$ cat src/rtl/freq_meter_pkg.sv
`default_nettype none
// ============================================================================
// Module      : freq_meter_pkg
// Description : Shared constants for the on-chip measurement blocks. Holds the
//               common state encodings used by the frequency meter and its
//               sibling measurement blocks so that debug readback decodes the
//               same way everywhere.
// Revision    : 1.0 - initial release
// ============================================================================
package freq_meter_pkg;

  localparam int STATE_W = 2;

  // Measurement-block state encodings.
  localparam logic [STATE_W-1:0] ST_IDLE = 2'd0;  // not measuring
  localparam logic [STATE_W-1:0] ST_GATE = 2'd1;  // gate window running
  localparam logic [STATE_W-1:0] ST_ARM  = 2'd2;  // waiting for a trigger
  localparam logic [STATE_W-1:0] ST_HOLD = 2'd3;  // result frozen for readout

endpackage
`default_nettype wire

$ cat src/rtl/sync_edge_detect.sv
`default_nettype none
// ============================================================================
// Module      : sync_edge_detect
// Description : Brings an asynchronous level into the clk domain through a
//               STAGES-deep flop chain, then flags each low->high transition
//               of the synchronized level with a one-cycle rise pulse.
// Ports       : clk       in  clock, rising edge
//               rst       in  synchronous active-high reset
//               sig_async in  asynchronous input level
//               rise      out one-cycle pulse per synchronized rising edge
// Revision    : 1.0 - initial release
// ============================================================================
module sync_edge_detect #(
  parameter int STAGES = 2
) (
  input  logic clk,
  input  logic rst,
  input  logic sig_async,
  output logic rise
);

  logic [STAGES-1:0] sync_q;
  logic              hist_q;

  always_ff @(posedge clk) begin
    if (rst) begin
      sync_q <= '0;
      hist_q <= 1'b0;
    end else begin
      // Bit 0 is the metastability-catching flop; the MSB is the clean level.
      sync_q <= {sync_q[STAGES-2:0], sig_async};
      hist_q <= sync_q[STAGES-1];
    end
  end

  assign rise = sync_q[STAGES-1] & ~hist_q;

endmodule
`default_nettype wire

$ cat src/rtl/freq_meter.sv
`default_nettype none
// ============================================================================
// Module      : freq_meter
// Description : Measures a slow square wave in clk cycles. Produces a gated
//               edge count over back-to-back windows of GATE_CYCLES cycles and
//               the period between successive rising edges.
// Ports       : clk          in  clock, rising edge
//               rst          in  synchronous active-high reset
//               en           in  1 = measure, 0 = idle/abort
//               sig_in       in  asynchronous signal under test
//               count        out rising edges in last completed window
//               meas_valid   out 1-cycle pulse, count/no_signal updated
//               no_signal    out last completed window saw no edges
//               period       out clk cycles between last two rising edges
//               period_valid out 1-cycle pulse, period/period_ovf updated
//               period_ovf   out last period saturated at all-ones
// Revision    : 1.0 - initial release
// ============================================================================
module freq_meter
  import freq_meter_pkg::*;
#(
  parameter int GATE_CYCLES = 1024,
  parameter int CNT_W       = 16,
  parameter int SYNC_STAGES = 2
) (
  input  logic             clk,
  input  logic             rst,
  input  logic             en,
  input  logic             sig_in,
  output logic [CNT_W-1:0] count,
  output logic             meas_valid,
  output logic             no_signal,
  output logic [CNT_W-1:0] period,
  output logic             period_valid,
  output logic             period_ovf
);

  localparam int               GATE_W    = (GATE_CYCLES > 2) ? $clog2(GATE_CYCLES) : 1;
  localparam logic [GATE_W-1:0] GATE_LOAD = GATE_W'(GATE_CYCLES - 1);
  localparam logic [CNT_W-1:0]  CNT_MAX   = '1;

  logic               rise;
  logic [STATE_W-1:0] state;
  logic [GATE_W-1:0]  gate_cnt;
  logic [CNT_W-1:0]   edge_cnt;
  logic [CNT_W-1:0]   p_cnt;
  logic               armed;
  logic [CNT_W-1:0]   win_sum;

  sync_edge_detect #(
    .STAGES    (SYNC_STAGES)
  ) u_sync (
    .clk       (clk),
    .rst       (rst),
    .sig_async (sig_in),
    .rise      (rise)
  );

  // Running count including this cycle's rise, so an edge on the final gate
  // cycle lands in the window that is closing.
  assign win_sum = edge_cnt + {{(CNT_W-1){1'b0}}, rise};

  always_ff @(posedge clk) begin
    if (rst) begin
      state        <= ST_IDLE;
      gate_cnt     <= '0;
      edge_cnt     <= '0;
      p_cnt        <= '0;
      armed        <= 1'b0;
      count        <= '0;
      meas_valid   <= 1'b0;
      no_signal    <= 1'b0;
      period       <= '0;
      period_valid <= 1'b0;
      period_ovf   <= 1'b0;
    end else begin
      meas_valid   <= 1'b0;
      period_valid <= 1'b0;

      if (!en) begin
        // Abort: a partial window is dropped and the results simply hold.
        state <= ST_IDLE;
        armed <= 1'b0;
        p_cnt <= '0;
      end else begin
        case (state)
          ST_IDLE: begin
            state    <= ST_GATE;
            edge_cnt <= '0;
            gate_cnt <= GATE_LOAD;
          end
          ST_GATE: begin
            if (gate_cnt == '0) begin
              count      <= win_sum;
              no_signal  <= (win_sum == '0);
              meas_valid <= 1'b1;
              // Next window starts on the very next cycle.
              edge_cnt   <= '0;
              gate_cnt   <= GATE_LOAD;
            end else begin
              edge_cnt <= win_sum;
              gate_cnt <= gate_cnt - GATE_W'(1);
            end
          end
          default: state <= ST_IDLE;
        endcase

        // Period: p_cnt counts cycles since the last rise; the first rise
        // after enabling has no reference edge, so it only arms.
        if (rise) begin
          p_cnt <= CNT_W'(1);
          armed <= 1'b1;
          if (armed) begin
            period       <= p_cnt;
            period_ovf   <= (p_cnt == CNT_MAX);
            period_valid <= 1'b1;
          end
        end else if (p_cnt != CNT_MAX) begin
          p_cnt <= p_cnt + CNT_W'(1);
        end
      end
    end
  end

endmodule
`default_nettype wire

$ cat config.mk
export PLATFORM = sky130hd
export DESIGN_NAME = freq_meter
export DESIGN_NICKNAME = d
export VERILOG_FILES = /design/src/rtl/freq_meter_pkg.sv /design/src/rtl/sync_edge_detect.sv /design/src/rtl/freq_meter.sv
export SDC_FILE = /design/constraint.sdc
export NUM_CORES = 1
export LEC_CHECK = 0
export CORE_ASPECT_RATIO = 2
export CORE_UTILIZATION = 50
export DETAILED_ROUTE_END_ITERATION = 10
export PLACE_DENSITY = 0.72
export SYNTH_ARGS = -nofsm -noshare
export SYNTH_HDL_FRONTEND = slang
export SYNTH_SLANG_ARGS = --single-unit
$ cat constraint.sdc
create_clock -name clk -period 4.25 [get_ports clk]
set_input_delay 0.85 -clock clk [delete_from_list [all_inputs] [get_ports clk]]
set_output_delay 0.85 -clock clk [all_outputs]
set_load 0.03 [all_outputs]
======== Yosys cells after proc, flatten, opt, wreduce, memory -nomap -nowiden ========
Cells that the tools add are included.
storage, ports and cells
  bits in registers ....................... 84
  logic and storage cells ................. 46
  output and inout port bits .............. 36
cells by class
  reduce and logical (&&, ||, !) cells .... 12
  add/subtract/negate cells ............... 3
  mux-type cells .......................... 9
  equal/unequal tests ..................... 3
  bitwise operators ....................... 5
operator list
  cell                     number
  $pmux W16 S2             1
  $pmux W10 S2             1
  $add A16 B1 Y16          1
  $add A16 B1 Y16 const B  1
  $eq A16 B16 Y1 const B   1
  $logic_not A16 Y1        1
  $mux W16                 1
  $ne A16 B16 Y1 const B   1
  $logic_not A10 Y1        1
  $mux W10                 1
  $sub A10 B1 Y10 const B  1
  $reduce_or A3 Y1         3
  $reduce_and A3 Y1        2
  $mux W1                  4
  $not A1 Y1               4
  $pmux W2 S2              1
  $reduce_bool A2 Y1       2
  $eq A2 B1 Y1 const B     1
  $logic_not A2 Y1         1
  $reduce_and A2 Y1        1
  $reduce_or A2 Y1         1
  $and A1 B1 Y1            1

======== Depth between registers and ports, before layout ========
Gate-level depths: netlist (run 1).
  depth after elaboration ................. 5
  depth in mapped cells ................... 10
  gate-level depth less buffers ........... 9

======== By module ========
A second synthesis (run 1) with hierarchy kept.
second synthesis, totals
  cells, all modules ...................... 477
  area total of the unflattened synthesis .. 3867.5 sq um
by module, submodules not included
  module            instances  cells each  area an instance (sq um)  seq. area each (sq um)
  freq_meter        1          470         3779.9                    1601.5
  sync_edge_detect  1          7           87.6                      60.1

======== Worst setup path after synthesis (run 1) ========
Ideal clock, no wire load.
  kind .................................... reg2reg
  start ................................... reg u_sync.sync_q[1]
  end ..................................... reg no_signal
  stages on the path, launching flop included .. 10
  setup slack ............................. 1843 ps
  clock period less this slack ............ 2407 ps
  arrival time ............................ 2320 ps
  path through ............................ dfxtp_1 nor2b_1 clkbuf_1 ha_1 ha_1 nand3_1 nor3_1 a31oi_1 or3_1 o31ai_1
between the ends
  word-level cells in the longest chain between the ends .. 3
RTL lines
  item                    RTL line                RTL
  from (decl)             sync_edge_detect.sv:22  logic [STAGES-1:0] sync_q;
  from (signal assigned)  sync_edge_detect.sv:31  sync_q <= {sync_q[STAGES-2:0], sig_async};
  $and A1 B1 Y1           sync_edge_detect.sv:36  assign rise = sync_q[STAGES-1] & ~hist_q;
  $add A16 B1 Y16         freq_meter.sv:61        assign win_sum = edge_cnt + {{(CNT_W-1){1'b0}}, rise};
  $logic_not A16 Y1       freq_meter.sv:95        no_signal <= (win_sum == '0);
  to (signal assigned)    freq_meter.sv:95
  to (decl)               freq_meter.sv:32        output logic no_signal,
Every way passes these cells.
A chain may end at the register's enable or synchronous reset.

======== Worst setup path after layout (run 1) ========
Same ends and word-level chain as after synthesis.

==> impl_metrics.env, run 1 <==
export IMPL_vias=3088
export IMPL_wire_per_inst_um=13.92
export IMPL_numClockSinks=83
export IMPL_yosysUniqueCellTypes=46
export IMPL_p_per_area_nw_per_um2=376.0
export IMPL_port_buffers=39
export IMPL_htreeDepth=3
export IMPL_avgSynthCellArea_um2=8.269
export IMPL_drive_above_1_share=0.05970
export IMPL_relSlewSlack=0.4967
export IMPL_finalNetCount=473
export IMPL_postCtsResizedCells=0
export IMPL_synth_edf_count=0
export IMPL_synth_seq_cells=83
export IMPL_worstSetupEndpointType="flop"
export IMPL_hpwlAfterDp_um=5465
export IMPL_hold_violations=0
export IMPL_ir_worst_vdd_uv=308.1
export IMPL_rows=43
export IMPL_drtPass1Iterations=4
export IMPL_ant_nets=0
export IMPL_diodes=0
export IMPL_grt_pass1_vias=2831
export IMPL_max_cap_viol_count=0
export IMPL_ys_seq_area_frac=0.4546
export IMPL_tightest_slew_ns=0.7528
export IMPL_rsz0062_at_grt="no"
export IMPL_grt_pass1_wl_um=12860
export IMPL_min_period_over_period=0.6673
export IMPL_critPathKind="flop to flop"
export IMPL_ioPinCount=40
export IMPL_p_total_w=0.001632
export IMPL_wl_um=7784
export IMPL_fmax_ghz=0.3526
export IMPL_drtIter0Drc=191
export IMPL_place_ws_ns=1.248
export IMPL_ys_flop_type="dfxtp_1"
export IMPL_grt_util_all_layers=0.2159
export IMPL_cp_arrival_ns=3.09
export IMPL_finalSetupTns_ns=0
export IMPL_period_minus_slack_ns=2.836
export IMPL_postLayoutCoreUtil=0.6204
export IMPL_grt_overflow=0
export IMPL_slew_viol_final=0
export IMPL_finalWeightedCongestion=0.8420
export IMPL_synth_top_area_frac=0.4546
export IMPL_synth_top_cells_by_area="dfxtp_1 45%, nor2_1 7.1%, nand2_1 5.9%"
export IMPL_hold_slack_ns=0.4455
export IMPL_area_delta_synth_final_pct=18.73
export IMPL_status="complete, no violations"
export IMPL_async_flop_share=0
export IMPL_cts_root_buffer="clkbuf_16"
export IMPL_min_delay_path_class="flop to flop"
export IMPL_tritoncts="done"
export IMPL_antenna_found_initial=0
export IMPL_cts_buffer_depth=2
export IMPL_ctsHoldBuffers=0
export IMPL_die_h_um=122.9
export IMPL_leakage_nw=1.479
export IMPL_path_max_fanout=7
export IMPL_synth_area_um2=3655
export IMPL_postCtsSetupRepairBufs=0
export IMPL_cts_made_buffers=9
export IMPL_clk_latency_ns=0.34
export IMPL_grt_start_max_net_pins=36
export IMPL_ys_warn_count=0
export IMPL_die_x_um=62.46
export IMPL_syn_nets=451
export IMPL_synth_top_area_cell="dfxtp_1"
export IMPL_initial_utilization=0.5225
export IMPL_worst_slack_ns=1.414
export IMPL_core_um2=6994
export IMPL_syn_inst=442
export IMPL_routed_via_density=5.524
export IMPL_cts_clk_slew_worst_paths_ns=0.06
export IMPL_die_area_um2=7676
export IMPL_drc_errors=0
export IMPL_setup_viol=0
export IMPL_cp_required_ns=4.50
export IMPL_skew_ns=0.004173
export IMPL_critPathLaunchType="flop"
-- cells in the mapped netlist (all sizes together), types with 8 or more instances --
cell type and count:
a21oi 31, buf 13, nand2 57, clkbuf 20
and3 8, nor3 17, a22oi 8, o21ai 12
dfxtp 83, xnor2 16, nor2 69, nand3 14
mux2i 8, xor2 8, a211oi 11, nand4 8
-- through the flow --
step	std cells	instance area [µm²]
3_3_place_gp	543	4040
5_1_grt	559	4339
4_1_cts	559	4339
2_1_floorplan	442	3655
6_report	559	4339
3_5_place_dp	543	4040
-- report_power, final --
part	internal, W	switching (W)	leakage (nW)
combinational	0.0000257	0.0000453	0.665
sequential	0.000790	0.0000126	0.673
clock	0.000446	0.000312	0.141
total	0.00126	0.000370	1.48
-- final timing paths --
check	from	endpoint	slack [ns]	cells past startpoint
max	u_sync.sync_q[1]	no_signal	1.41	8
min reg2reg	u_sync.sync_q[0]	u_sync.sync_q[1]	0.45	1
max reg2reg	u_sync.sync_q[1]	no_signal	1.41	8
min	u_sync.sync_q[0]	u_sync.sync_q[1]	0.45	1
-- logic make-up after synthesis --
family	share of synthesized area
compound gates	0.1455
xor+xnor	0.05751
fa+ha+maj	0.01712
buf+inv	0.04724
flops	0.4546
mux	0.02191
simple gates	0.2561
-- layout by cell type (no fill, tap or decap), types with 6 or more instances in the layout --
cell             Yosys  final
a211oi_1            10     10
a21oi_1             31     31
a22oi_1              8      8
and3_1               8      8
clkbuf_16            0      9
clkdlybuf4s50_1      0     38
dfxtp_1             83     83
inv_1                6      6
mux2i_1              8      8
nand2_1             57     57
nand3_1             14     14
nand4_1              8      8
nor2_1              69     69
nor2b_1              6      6
nor3_1              17     17
o21ai_0             11     11
xnor2_1             16     16
xor2_1               8      8
-- metal layers --
layer  share of wire  global-route usage  up-vias  routed length (µm)
met3           0.033             0.04613       15                 254
met4           0.027              0.1177        0                 210
li1                -                   -     1571                   -
met1            0.40              0.2179     1428                3093
met2            0.54              0.4056       74                4225
met5               0                   0        -                   0
-- registers in the layout, indices dropped and copies added, names as in the netlist --
| name | flops |
|---|---|
| gate_cnt | 10 |
| p_cnt | 16 |
| state | 1 |
| period_ovf | 1 |
| edge_cnt | 16 |
| armed | 1 |
| u_sync.hist_q | 1 |
| meas_valid | 1 |
| u_sync.sync_q | 2 |
| period | 16 |
| count | 16 |
| no_signal | 1 |
| period_valid | 1 |
-- worst max-delay path, cell delays in order (launching register included) --
cell and delay [ns]:
dfxtp_1 0.32, nor2b_1 0.36, ha_1 0.30, ha_1 0.30, nand3_1 0.22, nor3_1 0.52
a31oi_1 0.15, or3_1 0.36, o31ai_1 0.21
-- layout make-up --
| class | count | area, µm² |
|---|---|---|
| inverters | 6 | 22.52 |
| clock buffers | 12 | 266.5 |
| fillers | 656 | 2655 |
| well taps | 90 | 112.6 |
| repair buffers | 44 | 422.9 |
| flip-flops and latches | 83 | 1662 |
| clock inverters | 4 | 32.53 |
| multi-input cells | 320 | 1821 |
(Power assumes the default switching activity.)
==> run 2, diff against run 1 <==
--- a/config.mk
+++ b/config.mk
@@ -8,7 +8,7 @@
 export CORE_ASPECT_RATIO = 2
 export CORE_UTILIZATION = 50
 export DETAILED_ROUTE_END_ITERATION = 10
-export PLACE_DENSITY = 0.72
+export PLACE_DENSITY = 0.75
 export SYNTH_ARGS = -nofsm -noshare
 export SYNTH_HDL_FRONTEND = slang
 export SYNTH_SLANG_ARGS = --single-unit
==> constraint.sdc (replaced) <==
create_clock -name clk -period 2.3 [get_ports clk]
set_input_delay 0.46 -clock clk [delete_from_list [all_inputs] [get_ports clk]]
set_output_delay 0.46 -clock clk [all_outputs]
set_load 0.03 [all_outputs]
==> impl_metrics.env, run 2 (synthesized netlist as in run 1, its figures left out) <==
export IMPL_placedCellCount=560
export IMPL_cts_clk_slew_worst_paths_ns=0.06
export IMPL_drc_errors=0
export IMPL_drtPass1Iterations=5
export IMPL_numClockSinks=83
export IMPL_rows=43
export IMPL_crit_slowest_cell="dfxtp_1"
export IMPL_antenna_found_initial=0
export IMPL_die_area_um2=7676
export IMPL_grt_pass1_vias=3142
export IMPL_grt_overflow=0
export IMPL_die_h_um=122.9
export IMPL_cp_required_ns=2.55
export IMPL_critPathKind="flop to flop"
export IMPL_path_max_fanout=4
export IMPL_hpwlAfterDp_um=6006
export IMPL_vias=3196
export IMPL_slew_viol_final=0
export IMPL_cts_buffer_depth=2
export IMPL_p_per_area_nw_per_um2=643.7
export IMPL_grt_start_max_net_pins=29
export IMPL_finalWeightedCongestion=0.9581
export IMPL_period_minus_slack_ns=2.193
export IMPL_cp_arrival_ns=2.45
export IMPL_crit_top_cell="ha_2"
export IMPL_worstSetupEndpointType="flop"
export IMPL_die_x_um=62.46
export IMPL_initial_utilization=0.5225
export IMPL_max_cap_viol_count=0
export IMPL_htreeDepth=3
export IMPL_core_um2=6994
export IMPL_crit_chain="nor2b_2 > ha_2 > ha_2 > and3_1 > nand3_1 > xnor2_1 > nor4b_2 > nand4_1 > o31ai_1"
export IMPL_wl_um=8402
export IMPL_finalNetCount=491
export IMPL_met3_length_um=243
export IMPL_clk_latency_ns=0.34
export IMPL_ir_worst_vdd_uv=528.0
export IMPL_min_delay_path_class="flop to flop"
export IMPL_hold_violations=0
export IMPL_p_total_w=0.002922
export IMPL_drive_above_1_share=0.1170
export IMPL_multiInputGateArea_um2=1897
export IMPL_top_layer="met4"
export IMPL_n_fill_cell=612
export IMPL_routed_via_density=5.539
export IMPL_ioPinCount=40
export IMPL_wire_per_inst_um=14.56
export IMPL_fmax_ghz=0.4561
export IMPL_port_buffers=39
export IMPL_setup_viol=0
export IMPL_wl_met1_um=3201
export IMPL_rsz0062_at_grt="yes"
export IMPL_tightest_slew_ns=0.5330
export IMPL_cts_made_buffers=9
export IMPL_layout_commonest_cell="dfxtp_1"
export IMPL_min_period_over_period=0.9533
export IMPL_cts_root_buffer="clkbuf_16"
export IMPL_tritoncts="done"
export IMPL_finalSetupTns_ns=0
export IMPL_critPathMaxStageDelay_ns=0.33
export IMPL_postLayoutCoreUtil=0.6490
export IMPL_leakage_nw=1.592
export IMPL_layoutNonFillerInstCount=577
export IMPL_skew_ns=0.005632
export IMPL_mostFrequentLayoutCells="83 x dfxtp_1, 67 x nor2_1, 57 x nand2_1"
export IMPL_relSlewSlack=0.6446
export IMPL_met2_length_um=4722
export IMPL_area_delta_synth_final_pct=24.20
export IMPL_hold_slack_ns=0.4508
export IMPL_seq_area_um2=1662
export IMPL_ant_nets=0
export IMPL_critPathLaunchType="flop"
export IMPL_status="complete, no violations"
export IMPL_diodes=0
export IMPL_rrSetupSlack_ns=0.11
export IMPL_grt_pass1_wl_um=14060
export IMPL_drtIter0Drc=137
export IMPL_grt_util_all_layers=0.2340
==> run 2: cell count changes in the layout (fill, tap and decap cells not counted), moves of 3 or more <==
cell      previous run  this run
buf_4                5        21
clkbuf_8             3         0
clkinv_2             0         3
nor3_1              17        14
==> run 2: power breakdown <==
| part | internal [W] | leakage, nW | total, W | switching [W] |
|---|---|---|---|---|
| Sequential | 0.00146 | 0.673 | 0.00148 | 0.0000243 |
| Combinational | 0.0000594 | 0.794 | 0.000149 | 0.0000891 |
| Clock | 0.000725 | 0.125 | 0.00129 | 0.000565 |
==> run 2: worst paths after layout <==
path                     from        end  depth (start not counted)
max reg2reg  u_sync.sync_q[1]  no_signal                          9
max          u_sync.sync_q[1]  no_signal                          9
min                 period[9]  period[9]                          2
min reg2reg         period[9]  period[9]                          2
==> run 2: critical path: cells and delay by family (launching register included) <==
kind / cells / cell delay (ns)
adder cells (fa/ha/maj): 2 / 0.45
AO/OA/AOI/OAI: 1 / 0.20
AND/OR/NAND/NOR: 5 / 0.92
flip-flops: 1 / 0.33
XOR/XNOR: 1 / 0.20
==> run 2: layout make-up <==
type                    instances  area share
clock inverters                 5    0.006615
repair buffers                 62      0.1284
multi-input cells             320      0.4179
flip-flops and latches         83      0.3660
inverters                       6    0.004961
well taps                      90     0.02481
clock buffers                  11     0.05127
==> run 2: timing repair <==
action | CTS | global route
resized for setup | 0 | 15
buffers inserted | 0 | 1
setup endpoints to repair | 0 | 15
hold buffers | 0 | 0
==> run 2: through the flow <==
stage,setup slack [ns],instance area (µm²)
2_1_floorplan,0.002673,3660
3_3_place_gp,0.1480,4198
3_5_place_dp,0.01864,4198
4_1_cts,0.005683,4461
5_1_grt,-0.04744,4539
6_report,0.1075,4539
==> run 2: metal layers <==
layer	GRT usage	vias to the layer above
met4	0.1308	0
li1	-	1607
met1	0.2310	1511
met3	0.04428	19
met2	0.4484	59
met5	0	-
==> run 3, diff against run 2 <==
--- a/config.mk
+++ b/config.mk
@@ -8,7 +8,9 @@
 export CORE_ASPECT_RATIO = 2
 export CORE_UTILIZATION = 50
 export DETAILED_ROUTE_END_ITERATION = 10
+export MAX_ROUTING_LAYER = met4
 export PLACE_DENSITY = 0.75
+export SLEW_MARGIN = 20
 export SYNTH_ARGS = -nofsm -noshare
 export SYNTH_HDL_FRONTEND = slang
 export SYNTH_SLANG_ARGS = --single-unit
==> impl_metrics.env, run 3 (synthesized netlist as in run 1, its figures left out) <==
export IMPL_status="complete, no violations"
export IMPL_critPathMaxStageDelay_ns=0.53
export IMPL_clk_latency_ns=0.34
export IMPL_max_cap_viol_count=0
export IMPL_grt_pass1_wl_um=14210
export IMPL_swShare=0.2197
export IMPL_finalSetupTns_ns=0
export IMPL_critPathKind="flop to flop"
export IMPL_p_per_area_nw_per_um2=678.4
export IMPL_skew_ns=0.005979
export IMPL_finalWeightedCongestion=0.9743
export IMPL_path_max_fanout=15
export IMPL_port_buffers=39
export IMPL_crit_slowest_cell="or4b_4"
export IMPL_slew_viol_final=0
export IMPL_finalNetCount=491
export IMPL_min_delay_path_class="flop to flop"
export IMPL_wl_met1_um=3239
export IMPL_p_total_w=0.003089
export IMPL_r2r_start="gate_cnt[1]"
export IMPL_hold_path_startpoint="period[3]"
export IMPL_min_period_over_period=0.9737
export IMPL_met2_length_um=4797
export IMPL_power_switching_w=0.0006788
export IMPL_cts_clk_slew_worst_paths_ns=0.06
export IMPL_crit_chain="inv_1 > ha_1 > or4b_4 > o311a_1 > buf_12 > and3_1 > a21oi_1 > nor2_1"
export IMPL_core_um2=6994
export IMPL_wl_um=8566
export IMPL_pwr_share_clk=0.471
export IMPL_cp_required_ns=2.51
export IMPL_cpLargestDelayFamily="simple AND/OR/NAND/NOR gates"
export IMPL_die_h_um=122.9
export IMPL_cts_root_buffer="clkbuf_16"
export IMPL_cp_arrival_ns=2.45
export IMPL_top_layer="met4"
export IMPL_fin_area_um2=4553
export IMPL_ctsHoldBuffers=0
export IMPL_cts_made_buffers=9
export IMPL_relSlewSlack=0.6444
export IMPL_numClockSinks=83
export IMPL_rows=43
export IMPL_met3_length_um=254
export IMPL_die_area_um2=7676
export IMPL_n_fill_cell=625
export IMPL_setup_viol=0
export IMPL_combPwrFrac=0.049
export IMPL_drtIter0Drc=158
export IMPL_antenna_found_initial=0
export IMPL_wire_per_inst_um=14.87
export IMPL_initial_utilization=0.5225
export IMPL_grt_start_max_net_pins=29
export IMPL_leakage_nw=1.606
export IMPL_tightest_slew_ns=0.5334
export IMPL_cts_buffer_depth=2
export IMPL_grt_overflow=0
export IMPL_mostFrequentLayoutCells="83 x dfxtp_1, 69 x nor2_1, 57 x nand2_1"
export IMPL_p_seq_frac=0.480
export IMPL_grt_pass1_vias=3113
export IMPL_htreeDepth=3
export IMPL_die_x_um=62.46
export IMPL_area_delta_synth_final_pct=24.58
export IMPL_grt_util_all_layers=0.2437
export IMPL_layout_commonest_cell="dfxtp_1"
export IMPL_routed_via_density=5.514
export IMPL_period_minus_slack_ns=2.240
export IMPL_crit_start="gate_cnt[1]"
export IMPL_critPathBufInv=2
export IMPL_tritoncts="done"
export IMPL_placed_area_um2=4198
export IMPL_critPathLaunchType="flop"
export IMPL_drtPass1Iterations=5
export IMPL_fmax_ghz=0.4465
export IMPL_drive_above_1_share=0.1111
export IMPL_hpwlAfterDp_um=5933
export IMPL_diodes=0
export IMPL_ioPinCount=40
export IMPL_ant_nets=0
export IMPL_postLayoutCoreUtil=0.6510
export IMPL_drc_errors=0
export IMPL_worstSetupEndpointType="flop"
export IMPL_vias=3176
export IMPL_ir_worst_vdd_uv=561.3
export IMPL_hold_violations=0
export IMPL_internal_power_w=0.002410
## run 3: cell count changes in the layout (fill, tap and decap cells not counted), moves of 2 or more
cell,before,now
clkbuf_1,2,0
clkbuf_8,0,2
clkinv_2,3,1
nor2_1,67,69
nor2_2,2,0
## run 3: worst paths after layout
kind                 endpoint  slack (ns)  cells after the start
setup / recovery  edge_cnt[7]        0.06                      8
hold / removal      period[3]        0.45                      2
setup reg to reg  edge_cnt[7]        0.06                      8
hold reg to reg     period[3]        0.45                      2
## run 3: power by group through the flow
stage               Clock, W  Combinational, W  Sequential [W]
detailed placement         0          0.000147         0.00151
global route         0.00155          0.000166         0.00149
CTS                  0.00148          0.000148         0.00148
global placement           0          0.000140         0.00151
finish               0.00146          0.000150         0.00148
floorplan                  0          0.000103         0.00151
## run 3: area by class of cell
cell class	instances	area [µm²]	share of cell area
repair buffers	62	583.1	0.1281
flip-flops and latches	83	1662	0.3649
multi-input cells	320	1871	0.4108
well taps	90	112.6	0.02473
clock inverters	4	50.05	0.01099
inverters	6	22.52	0.004946
clock buffers	11	252.7	0.05551
## run 3: tightest hold or removal path: cells and delay by family (launching register included)
| kind | cells | cell delay (ns) |
|---|---|---|
| flip-flops | 1 | 0.30 |
| AND/OR/NAND/NOR | 1 | 0.05 |
| AO/OA/AOI/OAI | 1 | 0.05 |
## run 3: metrics by stage
stage | hold slack, ns | instances | worst slack [ns]
final | 0.4540 | 576 | 0.06041
after global routing | 0.4846 | 576 | -0.03436
after CTS | 0.4548 | 575 | 0.02872
after detailed placement | 0.4469 | 560 | 0.07726
after global placement | 0.4445 | 560 | 0.1329
after floorplan | 0.4138 | 442 | 0.002673
## run 3: what timing repair did
item                                   4_1_cts  5_1_grt
setup buffers                                0        1
endpoints found under the hold margin        0        0
setup endpoints to repair                    0       15
gates resized for setup                      0        9
## run 3: per-layer routing
metal  track usage  vias up
met5             -        -
met4        0.1366        0
met3       0.05258       21
met2        0.4443       73
met1        0.2353     1475
li1              -     1607
